===== src/rtl/mux2_arbiter.sv =====
// Two-source valid/ready arbiter with bounded bursts and a registered output stage.
// Grants alternate fairly when both sources stay busy; sel mirrors the active grant.
module mux2_arbiter #(
    parameter int WIDTH     = 8,
    parameter int MAX_BURST = 4
) (
    input  logic             clk,
    input  logic             reset,

    input  logic             i0_valid,
    input  logic [WIDTH-1:0] i0_data,
    output logic             i0_ready,

    input  logic             i1_valid,
    input  logic [WIDTH-1:0] i1_data,
    output logic             i1_ready,

    output logic             sel,

    output logic             y_valid,
    output logic [WIDTH-1:0] y_data,
    input  logic             y_ready,

    output logic [1:0]       o_dbg_state,
    output logic             o_dbg_last_served
);

    // Handshake rule on every channel: a beat moves on a rising edge where
    // valid && ready are both high; valid must not depend on ready.

    typedef enum logic [1:0] {
        ST_IDLE   = 2'd0,
        ST_GRANT0 = 2'd1,
        ST_GRANT1 = 2'd2
    } state_t;

    localparam logic [3:0] CNT_LAST = 4'(MAX_BURST - 1);

    state_t           r_state;
    logic             r_sel;
    logic [3:0]       r_cnt;
    logic             r_last;
    logic             r_y_valid;
    logic [WIDTH-1:0] r_y_data;

    logic w_load_ok;
    logic w_acc0;
    logic w_acc1;

    // The output register can take a new beat when empty or draining this cycle.
    assign w_load_ok = !r_y_valid || y_ready;
    assign i0_ready  = w_load_ok && (r_state == ST_GRANT0);
    assign i1_ready  = w_load_ok && (r_state == ST_GRANT1);
    assign w_acc0    = i0_valid && i0_ready;
    assign w_acc1    = i1_valid && i1_ready;

    assign sel               = r_sel;
    assign y_valid           = r_y_valid;
    assign y_data            = r_y_data;
    assign o_dbg_state       = r_state;
    assign o_dbg_last_served = r_last;

    always_ff @(posedge clk) begin
        if (reset) begin
            r_state   <= ST_IDLE;
            r_sel     <= 1'b0;
            r_cnt     <= 4'd0;
            r_last    <= 1'b1;
            r_y_valid <= 1'b0;
            r_y_data  <= '0;
        end else begin
            case (r_state)
                ST_IDLE: begin
                    // r_last names the source served most recently; the other wins a tie.
                    if (i0_valid && (!i1_valid || r_last)) begin
                        r_state <= ST_GRANT0;
                        r_sel   <= 1'b0;
                    end else if (i1_valid) begin
                        r_state <= ST_GRANT1;
                        r_sel   <= 1'b1;
                    end
                end

                ST_GRANT0: begin
                    if (!i0_valid) begin
                        r_cnt  <= 4'd0;
                        r_last <= 1'b0;
                        if (i1_valid) begin
                            r_state <= ST_GRANT1;
                            r_sel   <= 1'b1;
                        end else begin
                            r_state <= ST_IDLE;
                            r_sel   <= 1'b0;
                        end
                    end else if (w_acc0) begin
                        if (r_cnt == CNT_LAST) begin
                            r_cnt <= 4'd0;
                            if (i1_valid) begin
                                r_state <= ST_GRANT1;
                                r_sel   <= 1'b1;
                                r_last  <= 1'b0;
                            end
                        end else begin
                            r_cnt <= r_cnt + 4'd1;
                        end
                    end
                end

                ST_GRANT1: begin
                    if (!i1_valid) begin
                        r_cnt  <= 4'd0;
                        r_last <= 1'b1;
                        r_sel  <= 1'b0;
                        if (i0_valid) begin
                            r_state <= ST_GRANT0;
                        end else begin
                            r_state <= ST_IDLE;
                        end
                    end else if (w_acc1) begin
                        if (r_cnt == CNT_LAST) begin
                            r_cnt <= 4'd0;
                            if (i0_valid) begin
                                r_state <= ST_GRANT0;
                                r_sel   <= 1'b0;
                                r_last  <= 1'b1;
                            end
                        end else begin
                            r_cnt <= r_cnt + 4'd1;
                        end
                    end
                end

                default: begin
                    r_state <= ST_IDLE;
                    r_sel   <= 1'b0;
                    r_cnt   <= 4'd0;
                end
            endcase

            // Accepting a beat wins over draining, so drain+accept keeps y_valid high.
            if (w_acc0) begin
                r_y_data  <= i0_data;
                r_y_valid <= 1'b1;
            end else if (w_acc1) begin
                r_y_data  <= i1_data;
                r_y_valid <= 1'b1;
            end else if (r_y_valid && y_ready) begin
                r_y_valid <= 1'b0;
            end
        end
    end

endmodule


===== config.mk =====
export PLATFORM = sky130hd
export DESIGN_NAME = mux2_arbiter
export DESIGN_NICKNAME = d
export VERILOG_FILES = /design/src/rtl/mux2_arbiter.sv
export SDC_FILE = /design/constraint.sdc
export NUM_CORES = 1
export LEC_CHECK = 0
export CORE_MARGIN = 2
export CORE_UTILIZATION = 43
export CTS_BUF_LIST = sky130_fd_sc_hd__clkbuf_16
export CTS_CLUSTER_DIAMETER = 80
export DETAILED_ROUTE_END_ITERATION = 7
export HOLD_SLACK_MARGIN = 0.02
export PLACE_DENSITY = 0.76
export SKIP_CTS_REPAIR_TIMING = 1
export SLEW_MARGIN = 40
export SYNTH_ARGS = -nofsm -noshare
export SYNTH_HDL_FRONTEND = slang
export SYNTH_SLANG_ARGS = --single-unit
export TNS_END_PERCENT = 50

===== constraint.sdc =====
create_clock -name clk -period 2.2 [get_ports clk]
set_clock_uncertainty 0.05 [all_clocks]
set_input_delay 0.66 -clock clk [delete_from_list [all_inputs] [get_ports clk]]
set_output_delay 0.66 -clock clk [all_outputs]
set_load 0.02 [all_outputs]

==> results of run 1 <==
==> registers in the layout (all words and copies together) (netlist names) <==
name               flops
sel                    1
y_valid                1
y_data                 8
o_dbg_state            2
o_dbg_last_served      1
r_cnt                  4
==> cells in the final DEF (no fill, tap or decap), types with 3 or more instances in the layout <==
master | Yosys | layout
clkbuf_16 | 0 | 3
o21ai_0 | 10 | 10
nor2_1 | 13 | 13
a21oi_1 | 7 | 7
a311oi_1 | 9 | 9
inv_1 | 4 | 4
dlymetal6s2s_1 | 0 | 3
dfxtp_1 | 17 | 17
clkdlybuf4s50_1 | 0 | 32
a21o_1 | 3 | 3
ha_1 | 5 | 5
buf_4 | 0 | 16
nand2_1 | 11 | 11
==> cells by family (layout without fill, tap and decap cells) <==
group	count (synthesis)	after routing	share of synthesized area
compound gates	42	42	0.326
simple gates	38	38	0.197
flops	17	17	0.352
buf+inv	10	59	0.0492
fa+ha+maj	5	5	0.0648
mux	1	1	0.0104
==> layer usage <==
layer / part of all wire / routed length, um
met3: 0.032 / 87
met1: 0.42 / 1150
met4: 0.014 / 40
met5: 0 / 0
met2: 0.54 / 1480
==> power groups by stage <==
stage	registers, mW	logic (mW)	clock network (mW)
after floorplan	0.495	0.334	0
after global placement	0.420	0.723	0
after detailed placement	0.425	0.741	0
after CTS	0.421	0.753	0.371
after global routing	0.429	0.819	0.392
final	0.421	0.759	0.367
==> synthesized netlist by cell type (all sizes together), types with 2 or more instances <==
cell type / instances
a311oi: 9
nand2: 11
a21oi: 7
inv: 4
a21o: 3
nor2b: 3
buf: 3
nand2b: 2
a22oi: 2
ha: 5
dfxtp: 17
clkbuf: 3
nor2: 14
o21ai: 10
==> critical path: stages <==
cell	delay (ns)
dlymetal6s2s_1	0.15
or2b_1	0.25
and2_1	0.16
dlymetal6s2s_1	0.20
==> final cells by class <==
| cell class | count | share of cell area |
|---|---|---|
| Multi-Input combinational cell | 86 | 0.381 |
| Timing Repair Buffer | 51 | 0.312 |
| Sequential cell | 17 | 0.222 |
| Clock buffer | 3 | 0.0490 |
| Tap cell | 28 | 0.0229 |
| Inverter | 4 | 0.00980 |
| Clock inverter | 1 | 0.00327 |
==> worst max path at each step <==
stage                     startpoint        to  slack [ns]  cells past startpoint
final                        y_ready  i1_ready        0.07                      4
after global routing         y_ready  i1_ready        0.03                      4
after CTS                    y_ready  i1_ready       -0.59                      4
after detailed placement     y_ready  i1_ready       -0.59                      4
after global placement       y_ready  i1_ready       -0.56                      4
after floorplan              y_ready  i0_ready        0.23                      4
==> per-stage QoR <==
| step | hold slack [ns] | setup slack (ns) | util | instance area, um2 | cells |
|---|---|---|---|---|---|
| 2_1_floorplan | 0.452 | 0.226 | - | 966 | 113 |
| 3_3_place_gp | 0.436 | -0.556 | 0.663 | 1440 | 186 |
| 3_5_place_dp | 0.447 | -0.587 | 0.663 | 1440 | 186 |
| 4_1_cts | 0.455 | -0.592 | 0.700 | 1520 | 190 |
| 5_1_grt | 0.472 | 0.0264 | 0.706 | 1530 | 190 |
| 6_report | 0.450 | 0.0695 | 0.706 | 1530 | 190 |
==> flow_summary_export.csv, run 1 <==
group,metric,value,unit
run_status,status,"finished, final reports clean",
grt,antenna_found_initial,0,
grt,grt_pass1_vias,1000,
power,p_leak,0.618,nW
floorplanning,fp.dieW,51.4,um
synth,synth_edf_count,0,
synth,yosys.cell_types.count,37,
floorplanning,rows,17,
route,firstDrtPassIters,4,
worst_setup_path,regToRegSetupSlack,0.31,ns
hold_path,min_to,"y_data[2]$_SDFFE_PP0P_",
route,postRouteAntennaNets,0,
timing,hold_violations,0,
route,drtIter0Drc,26,
power,power_density,1010,nW/um2
floorplanning,start_util,0.445,
clock_network,cts_made_buffers,3,
worst_setup_path,r2r-end,"sel$_SDFFE_PP0P_",
power,internal-power,0.990,mW
floorplanning,core_area,2170,um2
clock_network,cts_buffer_depth,2,
power,finalPower,1.55,mW
worst_setup_path,cp-end-kind,"primary output",
timing,setup_viol_count_final,0,
worst_setup_path,crit_arrival,1.42,ns
synth,netlist_instances,113,
placement,gp_congestion,0.872,
power,pwr-share-comb,0.491,
synth,syn-num-nets,139,
route,wire_per_inst,14.5,um
clock_network,tritoncts,"done",
worst_setup_path,crit_type,"in -> out",
power,peakVddDrop,0.673,mV
placement,port_buffers,35,
grt,track_usage,0.219,
synth,seq_area_frac_synth,0.352,
timing,max_freq,469,MHz
timing,min_period,2.13,ns
synth,synthTopCellsByArea,"dfxtp_1 (35%), a311oi_1 (8.2%), ha_1 (6.5%), o21ai_0 (5.2%), nor2_1 (5.1%)",
final_layout,drive_above_1_share,0.148,
grt,busiest_layer,"met2",
grt,overflow,0,
synth,synth_ff_type,"dfxtp_1",
worst_setup_path,crit_fanout,2,
timing,tns,0,ns
synth,synth_area_leader_cell,"dfxtp_1",
power,switching_power,0.557,mW
synth,synth_seq_cells,17,
power,clockPowerShare,0.237,
hold_path,hold_start,"y_data[2]$_SDFFE_PP0P_",
timing,rsz0062_at_grt,"no",
clock_network,clkTransAtPathRegs,0.05,ns
final_layout,multi_input_area,583,um2
synth,ys.warnings.count,0,
clock_network,worstSkewPairLatency,0.24,ns
route,vias,1075,
grt,grt_pass1_wl,4370,um
clock_network,cts_htree_levels,1,
placement,dpl.hpwl,1980,um
clock_network,cts-root-buf,"clkbuf_16",
worst_setup_path,r2r-start,"o_dbg_state[1]$_SDFFE_PP0P_",
route,drc_errors,0,
worst_setup_path,rr_worst_depth,8,
job,max-cap-violations,0,
synth,synth.cell_area,966,um2
grt,grt_util_met2,0.382,
timing,fin_crit_sh,0.968,
hold_path,hp-class,"reg -> reg",
grt,met1_usage,0.267,
clock_network,cts_sinks,17,
power,switching_share,0.360,
power,seq_power_share,0.272,
floorplanning,io_pins,36,
final_layout,area_delta_synth_final,58.5,%
synth,synth_top_area_frac,0.352,
worst_setup_path,start_kind,"input port",
route,totalWireLength,2760,um
timing,slew_headroom,0.742,
floorplanning,die_y,51.4,um
timing,slew_viol_final,0,
grt,use_met3,0.0322,
final_layout,diodes,0,
grt,grt_max_degree,20,
route,vias_per_cell,5.66,
synth,synthArstFlopShare,0,
final_layout,regArea,340,um2
final_layout,fin_nets,189,
synth,synth_area_per_cell,8.55,um2
floorplanning,dieArea,2640,um2
worst_setup_path,worstPathRequired,1.49,ns
timing,worst_pin_slew,0.387,ns
final_layout,fillers,187,
hold_path,min_path_cells,2,
Note: power is estimated with default switching activity, not from simulation.
==> inputs of run 2 (changes only) <==
--- a/config.mk
+++ b/config.mk
@@ -6,12 +6,12 @@
 export NUM_CORES = 1
 export LEC_CHECK = 0
 export CORE_MARGIN = 2
-export CORE_UTILIZATION = 43
+export CORE_UTILIZATION = 39
 export CTS_BUF_LIST = sky130_fd_sc_hd__clkbuf_16
 export CTS_CLUSTER_DIAMETER = 80
 export DETAILED_ROUTE_END_ITERATION = 7
 export HOLD_SLACK_MARGIN = 0.02
-export PLACE_DENSITY = 0.76
+export PLACE_DENSITY = 0.73
 export SKIP_CTS_REPAIR_TIMING = 1
 export SLEW_MARGIN = 40
 export SYNTH_ARGS = -nofsm -noshare
==> constraint.sdc (replaced) <==
create_clock -name clk -period 1.8 [get_ports clk]
set_clock_uncertainty 0.05 [all_clocks]
set_input_delay 0.54 -clock clk [delete_from_list [all_inputs] [get_ports clk]]
set_output_delay 0.54 -clock clk [all_outputs]
set_load 0.02 [all_outputs]
==> run 2 against run 1 <==
Effect of this change: via count down 1.7%; the flow now finishes with violations (negative setup slack); sequential cell count is the same; largest cell class unchanged; largest power group unchanged; highest routed layer unchanged; routed wire length rose by 1.2%.
==> flow_summary_export.csv, run 2 (synthesis results as in run 1) <==
group,metric,value,unit
timing,rsz0062_at_grt,"yes",
floorplanning,core_area,2410,um2
worst_setup_path,cp-end-kind,"primary output",
grt,grt_pass1_vias,960,
clock_network,cts_sinks,17,
final_layout,final_common_cell,"buf_4",
timing,tns,-0.0375,ns
floorplanning,io_pins,36,
worst_setup_path,crit_fanout,2,
final_layout,diodes,0,
route,postRouteAntennaNets,0,
timing,min_period,1.84,ns
worst_setup_path,crit_arrival,1.25,ns
power,peakVddDrop,1.16,mV
clock_network,cts_buffer_depth,2,
run_status,status,"finished, violations left",
worst_setup_path,start_kind,"input port",
final_layout,fin_util,0.689,
placement,gp_congestion,0.807,
timing,setup_viol_count_final,1,
grt,grt_pass1_wl,4230,um
job,max-cap-violations,0,
timing,max_freq,544,MHz
final_layout,area_delta_synth_final,71.9,%
worst_setup_path,worstPathRequired,1.21,ns
grt,antenna_found_initial,0,
worst_setup_path,crit_type,"in -> out",
power,power_density,1170,nW/um2
final_layout,fillers,183,
clock_network,cts_htree_levels,1,
worst_setup_path,slowest_delay,0.24,ns
grt,grt_max_degree,20,
power,p_leak,0.822,nW
grt,grt_util_met2,0.333,
floorplanning,rows,18,
final_layout,regArea,343,um2
timing,hold_violations,0,
route,drc_errors,0,
route,wire_per_inst,14.0,um
placement,dpl.hpwl,2060,um
timing,slew_viol_final,0,
floorplanning,fp.dieW,53.8,um
floorplanning,dieArea,2890,um2
clock_network,cts_made_buffers,3,
timing,slew_headroom,0.730,
timing,worst_pin_slew,0.403,ns
grt,overflow,0,
route,totalWireLength,2790,um
clock_network,clkTransAtPathRegs,0.06,ns
final_layout,layout_common_cells,"buf_4 (22), clkdlybuf4s50_1 (19), dfxtp_1 (15)",
grt,track_usage,0.200,
timing,fin_crit_sh,1.02,
clock_network,tritoncts,"done",
grt,use_met3,0.0444,
clock_network,worstSkewPairLatency,0.25,ns
route,drtIter0Drc,20,
grt,busiest_layer,"met2",
route,vias,1057,
grt,met1_usage,0.263,
floorplanning,die_y,53.8,um
run_status,violations,"negative setup slack",
final_layout,drive_above_1_share,0.247,
hold_path,hp-class,"reg -> reg",
final_layout,fin_nets,197,
final_layout,multi_input_area,598,um2
timing,fin_ws,-0.0375,ns
route,firstDrtPassIters,4,
final_layout,largest_reg_flops,8,
placement,port_buffers,35,
worst_setup_path,crit_chain,"dlymetal6s2s_1, or2b_1, and2_1, buf_2",
worst_setup_path,critical_path.slowest_cell,"or2b_1",
floorplanning,start_util,0.401,
clock_network,cts-root-buf,"clkbuf_16",
route,vias_per_cell,5.29,
run 2: changes by cell type in the layout (fill, tap and decap cells not counted), sizes merged:
cell,previous run,this run
buf,16,26
clkdlybuf4s50,32,19
dlymetal6s2s,3,14
run 2: final timing paths:
check / start / endpoint / slack, ns / depth (start not counted)
hold / removal: y_data[4]$_SDFFE_PP0P_ / y_data[4]$_SDFFE_PP0P_ / 0.44 / 2
hold reg to reg: y_data[4]$_SDFFE_PP0P_ / y_data[4]$_SDFFE_PP0P_ / 0.44 / 2
setup / recovery: y_ready / i1_ready / -0.04 / 4
setup reg to reg: o_dbg_state[0]$_SDFFE_PP0P_ / r_cnt[1]$_SDFFE_PP0P_ / 0.06 / 8
run 2: metrics by stage:
step	cell area, um2	total power [mW]	worst slack, ns	cells	hold slack (ns)
detailed placement	1530	1.50	-0.743	196	0.442
global route	1660	2.06	-0.0521	200	0.472
global placement	1530	1.47	-0.714	196	0.433
finish	1660	1.95	-0.0375	200	0.444
floorplan	971	1.02	0.00331	113	0.452
CTS	1610	1.96	-0.748	200	0.450
run 2: power by group:
| part | leakage, nW | internal (mW) | switching, mW |
|---|---|---|---|
| Clock | 0.0409 | 0.298 | 0.161 |
| Sequential | 0.140 | 0.459 | 0.0466 |
| Combinational | 0.642 | 0.499 | 0.488 |
| Total | 0.822 | 1.26 | 0.695 |
run 2: final cells by class:
class | instances | area share
Sequential cell | 17 | 0.206
Timing Repair Buffer | 59 | 0.353
Clock buffer | 3 | 0.0452
Clock inverter | 1 | 0.00301
Inverter | 4 | 0.00904
Tap cell | 30 | 0.0226
Multi-Input combinational cell | 86 | 0.360
run 2: metal layers:
layer  up-vias  share of wire
li1        532              -
met1       506           0.46
met2        17           0.51
met3         2          0.026
met4         0         0.0064
met5         -              0
run 2: worst max-delay path: cells and delay by family:
| kind | cells | cell delay, ns |
|---|---|---|
| buf+inv | 2 | 0.30 |
| simple gates | 2 | 0.40 |
==> inputs of run 3 (changes only) <==
==> constraint.sdc (replaced) <==
create_clock -name clk -period 1.8 [get_ports clk]
set_clock_uncertainty 0.05 [all_clocks]
set_input_delay 0.54 -clock clk [delete_from_list [all_inputs] [get_ports clk]]
set_output_delay 0.54 -clock clk [all_outputs]
set_load 0.05 [all_outputs]
==> run 3 against run 2 <==
Effect of this change: the run now ends clean; non-clock buffer count is 6 lower; routed wire length is 2.5% higher; sequential share of layout area is 1.0 points lower; fmax is 3.1% higher; hold slack better by 0.040 ns; critical endpoint unchanged; count of clock-buffer cells in the layout stayed put; core utilization is 5.1 points higher.
==> flow_summary_export.csv, run 3 (synthesis results as in run 1) <==
group,metric,value,unit
route,wl_met3,116,um
worst_setup_path,worstPathRequired,1.21,ns
job,max-cap-violations,0,
final_layout,fin_nets,191,
floorplanning,rows,18,
timing,slew_viol_final,0,
grt,grt_max_degree,20,
clock_network,cts_htree_levels,1,
floorplanning,start_util,0.401,
placement,port_buffers,35,
final_layout,diodes,0,
clock_network,cts_made_buffers,3,
final_layout,regArea,350,um2
grt,grt_pass1_vias,990,
route,top_layer,"met4",
power,power_density,1340,nW/um2
route,firstDrtPassIters,4,
worst_setup_path,crit_chain,"clkbuf_2, or2b_1, and2_4, buf_12",
route,vias_per_cell,5.44,
final_layout,fillers,168,
clock_network,cts_sinks,17,
timing,hold_ws,0.484,ns
clock_network,tritoncts,"done",
route,wire_per_inst,14.8,um
clock_network,cts-root-buf,"clkbuf_16",
route,wl_met1,1170,um
floorplanning,core_area,2410,um2
route,totalWireLength,2860,um
route,drc_errors,0,
final_layout,drive_above_1_share,0.335,
placement,dpl.hpwl,2100,um
floorplanning,dieArea,2890,um2
final_layout,multi_input_area,633,um2
timing,slew_headroom,0.752,
final_layout,area_delta_synth_final,84.6,%
worst_setup_path,crit_arrival,1.19,ns
grt,overflow,0,
grt,track_usage,0.203,
placement,gp_congestion,0.875,
hold_path,hp-class,"reg -> reg",
power,finalPower,2.39,mW
route,vias,1055,
final_layout,layout_common_cells,"clkdlybuf4s50_1 (17), buf_12 (17), buf_4 (15)",
final_layout,largest_reg_flops,8,
hold_path,min_path_cells,2,
floorplanning,io_pins,36,
worst_setup_path,start_kind,"input port",
worst_setup_path,cp-end-kind,"primary output",
timing,fin_crit_sh,0.990,
run_status,status,"finished, final reports clean",
timing,min_period,1.78,ns
worst_setup_path,slowest_delay,0.24,ns
worst_setup_path,regToRegSetupSlack,0.06,ns
route,drtIter0Drc,8,
clock_network,clkTransAtPathRegs,0.05,ns
floorplanning,die_y,53.8,um
timing,max_freq,561,MHz
worst_setup_path,critical_path.slowest_cell,"or2b_1",
power,p_leak,0.694,nW
route,wl_met2,1490,um
timing,setup_viol_count_final,0,
clock_network,worstSkewPairLatency,0.25,ns
floorplanning,fp.dieW,53.8,um
worst_setup_path,crit_fanout,2,
clock_network,cts_buffer_depth,2,
timing,worst_pin_slew,0.370,ns
grt,antenna_found_initial,0,
worst_setup_path,rr_worst_depth,7,
worst_setup_path,crit_type,"in -> out",
power,peakVddDrop,1.10,mV
route,postRouteAntennaNets,0,
timing,hold_violations,0,
grt,grt_pass1_wl,4240,um
==> run 3: cell count changes in the layout (fill, tap and decap cells not counted), sizes merged <==
cell,change
dlymetal6s2s,-12
buf,+7
inv,+1
clkbuf,+1
clkdlybuf4s50,-2
clkinv,-1
==> run 3: power breakdown <==
part           internal (mW)  switching [mW]
Sequential             0.466           0.108
Combinational          0.679           0.695
Clock                  0.295           0.152
==> run 3: through the flow <==
step                 util  setup slack [ns]  area [um2]  std cells  setup TNS (ns)
floorplan               -           -0.0293         982        113         -0.0574
global placement    0.674            -0.370        1630        187           -4.20
detailed placement  0.674            -0.441        1630        187           -5.01
CTS                 0.707            -0.384        1700        191           -1.25
global route        0.740          -0.00659        1780        194         -0.0100
finish              0.740            0.0175        1780        194               0
==> run 3: cell type report <==
class                      instances  share of cell area
clock buffer                       3              0.0421
clock inverter                     1             0.00211
inverter                           4             0.00842
multi-input combinational         86               0.355
sequential                        17               0.196
tap                               30              0.0211
timing repair buffer              53               0.375
==> run 3: path summary, 6_finish.rpt <==
path | to | from
worst max-delay path | i1_ready | y_ready
worst min register to register | y_data[2]$_SDFFE_PP0P_ | y_data[2]$_SDFFE_PP0P_
worst min-delay path | y_data[2]$_SDFFE_PP0P_ | y_data[2]$_SDFFE_PP0P_
worst max register to register | o_dbg_last_served$_SDFFE_PP1P_ | o_dbg_state[0]$_SDFFE_PP0P_
==> run 3: critical path: cells and delay by family <==
family | cells | cell delay (ns)
buffers and inverters | 2 | 0.24
and+or+nand+nor | 2 | 0.41
==> run 3: metal layers <==
metal	vias up	track usage
met4	0	0.0641
met5	-	0
met3	9	0.0500
li1	522	-
met1	497	0.245
met2	27	0.352
